<file path="src/rtl/instr_fetch.sv">
// Program sequencer and instruction store feeding the cute processor: holds a
// loadable program, issues words on DIN with a Run pulse, and follows done/jmp.
module instr_fetch #(
  parameter int          ADDR_W  = 6,
  parameter logic [2:0]  HALT_OP = 3'b100
) (
  input  logic              clk,
  input  logic              Resetn,
  input  logic              start,
  input  logic              ld_en,
  input  logic [ADDR_W-1:0] ld_addr,
  input  logic [8:0]        ld_data,
  input  logic              done,
  input  logic              imm_req,
  input  logic              jmp,
  input  logic [ADDR_W-1:0] jmp_target,
  output logic [8:0]        DIN,
  output logic              Run,
  output logic [ADDR_W-1:0] pc,
  output logic              halted
);

  localparam int DEPTH = 2 ** ADDR_W;

  typedef enum logic [2:0] {
    S_IDLE,
    S_FETCH,
    S_ISSUE,
    S_WAIT,
    S_HALTED
  } state_t;

  state_t            state;
  logic [8:0]        mem [DEPTH];
  logic [ADDR_W-1:0] pc_inc;
  logic [8:0]        cur_word;
  logic [8:0]        next_word;
  logic              load_ok;

  // Increment wraps naturally at DEPTH-1 because pc_inc is ADDR_W bits wide.
  assign pc_inc    = pc + ADDR_W'(1);
  assign cur_word  = mem[pc];
  assign next_word = mem[pc_inc];
  assign load_ok   = ld_en && ((state == S_IDLE) || (state == S_HALTED));

  // NOTE: the program store has no reset so it maps onto plain RAM and a
  // program survives Resetn; only the sequencer state below is reset.
  always_ff @(posedge clk) begin
    if (load_ok) mem[ld_addr] <= ld_data;
  end

  // NOTE: every register here uses non-blocking assignment so all branches
  // see the pre-edge values of pc, state and the memory words.
  always_ff @(posedge clk) begin
    if (!Resetn) begin
      state  <= S_IDLE;
      pc     <= '0;
      DIN    <= '0;
      Run    <= 1'b0;
      halted <= 1'b0;
    end else begin
      case (state)
        S_IDLE: begin
          if (start) state <= S_FETCH;
        end
        S_FETCH: begin
          DIN <= cur_word;
          if (cur_word[8:6] == HALT_OP) begin
            halted <= 1'b1;
            state  <= S_HALTED;
          end else begin
            Run   <= 1'b1;
            state <= S_ISSUE;
          end
        end
        // The issue cycle reacts to done/imm_req exactly like a wait cycle.
        S_ISSUE, S_WAIT: begin
          Run <= 1'b0;
          if (done) begin
            pc    <= jmp ? jmp_target : pc_inc;
            state <= S_FETCH;
          end else if (imm_req) begin
            pc    <= pc_inc;
            DIN   <= next_word;
            state <= S_WAIT;
          end else begin
            state <= S_WAIT;
          end
        end
        S_HALTED: begin
          if (start) begin
            pc     <= '0;
            halted <= 1'b0;
            state  <= S_FETCH;
          end
        end
        default: state <= S_IDLE;
      endcase
    end
  end

endmodule

</file>
<file path="config.mk">
export PLATFORM = sky130hd
export DESIGN_NAME = instr_fetch
export DESIGN_NICKNAME = d
export VERILOG_FILES = /design/src/rtl/instr_fetch.sv
export SDC_FILE = /design/constraint.sdc
export NUM_CORES = 1
export LEC_CHECK = 0
export ABC_CLOCK_PERIOD_IN_PS = 3000
export CORE_UTILIZATION = 55
export DETAILED_ROUTE_END_ITERATION = 10
export PLACE_DENSITY = 0.81
export SYNTH_ARGS = -nofsm -noshare
export SYNTH_HDL_FRONTEND = slang
export SYNTH_SLANG_ARGS = --single-unit
</file>
<file path="constraint.sdc">
create_clock -name clk -period 3 [get_ports clk]
set_clock_uncertainty 0.05 [all_clocks]
set_input_delay 0.45 -clock clk [delete_from_list [all_inputs] [get_ports clk]]
set_output_delay 0.45 -clock clk [all_outputs]
set_load 0.03 [all_outputs]
</file>
==> results.tsv <==
metric	value	unit
outcome	completed	
slew_headroom	0.171	
fin_tns_setup	0	ps
syn_inst	1364	
drt-initial-drc-count	2396	
core	50200	sq um
fin_util	0.637	
end_kind	flop	
antenna_left	0	
antenna_cells	0	
die-area	51800	sq um
final_nets	1542	
fill_cells	3189	
num_rows	82	
cts_sinks	602	
drt-total-wl	76.2	mm
globalplace.congestion	0.989	
period_share	0.988	
antenna_found_initial	1	
synth_top_area_share	0.618	
ys_seq_area_frac	0.637	
critical-path-slowest-cell	dfxtp_4	
firstDrtPassIters	6	
worstPathRequired	3480	ps
cts_tree	yes	
grt_usage	0.302	
grt_pass1_wl	109	mm
peakVddDrop	0.588	mV
numPortBuffers	44	
critPathTopFamily	multiplexers	
worst_hold_slack	237	ps
die_h	228	um
yosys_warnings	0	
critPathLaunchType	flop	
critPathKind	flop to flop	
clk_path_buf_depth	3	
start_util	0.558	
synth_cell_types	53	
grt_start_max_net_pins	76	
clock_latency	640	ps
p_leak	9.72	nW
synth_area_leader_cell	edfxtp_1	
syn_avg_cell_area	20.5	sq um
grt_pass1_vias	16000	
die_w	228	um
fin_area	32000	sq um
synthToLayoutAreaGrowth	14.3	%
period_needed	2960	ps
ys_ff_latch	602	
place_ws	29.2	ps
async_flop_share	0	
cp_max_fo	26	
numCtsBuffers	58	
path_common_cell	buf_4	
p_per_area	603	nW/um^2
cpPeakStageDelay	540	ps
pin_count	45	
critPathArrivalTime	3440	ps
vias_per_cell	7.30	
clk_pin_slew	70	ps
crit_buf_inv	3	
max_freq	337	MHz
setup_slack	37.0	ps
synth_nets	1393	
layout.cells.non_filler	2228	
dp_cells	2116	
min_path_type	primary input to flop	
worst_slew_pin_slew	1240	ps
crit_chain	buf_4 -> buf_12 -> mux4_2 -> mux2i_1 -> a221oi_1 -> a22oi_1 -> nor3_1 -> buf_4 -> a32o_1	
yosys_most_used_dff	edfxtp_1	
post_dp_cell_area	30000	sq um
root_buffer	clkbuf_16	
dp_hpwl	47.6	mm
syn_area	28000	sq um
grt_overflow	0	
htreeDepth	2	
finalSetupViolations	0	
ys_top_cells_by_area	edfxtp_1 62%, mux4_2 27%, dfxtp_1 1.9%	
finalPower	19.3	mW
post_drt_wl_per_cell	34.2	um
vias	16300	
drc	0	
synth-edff-count	576	
drive_above_1_share	0.380	
cap_violations	0	
hold_viol	0	
slew_violations	0	
==> power by group <==
group / switching, mW / total, mW / leakage (nW) / internal, mW
Clock: 3.09 / 7.25 / 0.917 / 4.16
Combinational: 1.37 / 2.62 / 3.41 / 1.25
Sequential: 0.126 / 9.40 / 5.40 / 9.28
==> layout by cell type, fill, tap and decap left out, drive strengths merged, types with 14 or more instances in the layout <==
master         Yosys  layout
clkinv             0      27
clkbuf            38      67
nand2             21      21
edfxtp           576     576
o22ai             14      14
nor2              74      74
o21ai             17      17
dfxtp             26      26
clkdlybuf4s50      0      35
mux4             332     332
buf               60     151
mux2i             46      46
==> Yosys cell counts, types with 9 or more instances <==
library cell  instances
mux2_2               10
nand3_1              13
a21oi_1               9
buf_2                34
mux4_2              332
nand3b_1             11
clkbuf_1             38
dfxtp_1              26
nand2_1              21
nor2_1               74
buf_4                10
edfxtp_1            576
a22oi_1              10
and2_1                9
o21ai_0              17
o22ai_1              14
nor3_1               12
mux2i_1              46
nor2b_1              12
==> path summary, 6_finish.rpt <==
| check | slack (ps) | startpoint | endpoint | depth (start not counted) |
|---|---|---|---|---|
| max | 40 | flop | halted$_SDFFE_PN0P_ | 9 |
| min | 240 | ld_data[0] | mem[46][0]$_DFFE_PP_ | 1 |
| max reg2reg | 40 | flop | halted$_SDFFE_PN0P_ | 9 |
| min reg2reg | 540 | DIN[7]$_SDFFE_PN0P_ | DIN[7]$_SDFFE_PN0P_ | 2 |
==> layout make-up <==
type,instances,area (sq um),share of cell area
clock buffer,66,1500,0.0470
inverter,2,7.51,0.000235
multi-input combinational,662,9700,0.303
sequential,602,17800,0.558
tap,672,841,0.0263
timing repair buffer,187,1740,0.0545
clock inverter,37,354,0.0111
==> sequential cells by signal (all words and copies together) (netlist names), named ones only <==
name,cells
halted,1
state,3
mem,576
DIN,9
Run,1
pc,6
==> metal layers <==
metal,vias to the layer above,track usage,share of wire
met5,-,0,0.00016
met4,2,0.146,0.054
met3,260,0.0741,0.14
met2,1369,0.460,0.46
met1,8389,0.413,0.34
li1,6243,-,-
==> repair_timing <==
| action | in CTS | in global routing |
|---|---|---|
| hold buffers | 0 | 0 |
| gates cloned | 0 | 1 |
| pin swaps | 1 | 1 |
| endpoints found under the setup margin | 5 | 10 |
| setup buffers | 0 | 8 |
| resized for setup | 2 | 2 |
==> cells by family (layout without fill, tap and decap cells) <==
kind of cell / after synthesis / after routing / synth area share
DFF: 602 / 602 / 0.637
muxes: 388 / 388 / 0.288
and+or+nand+nor: 173 / 173 / 0.0307
buffers and inverters: 100 / 292 / 0.0184
AOI/OAI and AO/OA: 96 / 96 / 0.0243
xor gates and xnor gates: 4 / 4 / 0.00152
adders and majority gates: 1 / 1 / 0.000447
==> worst register-to-register path: stages, from the launching register on <==
cell and delay, ps:
dfxtp_4 540, buf_4 250, buf_12 260, mux4_2 540
mux2i_1 300, a221oi_1 180, a22oi_1 260, nor3_1 110
buf_4 180, a32o_1 200
(Power assumes the default switching activity.)
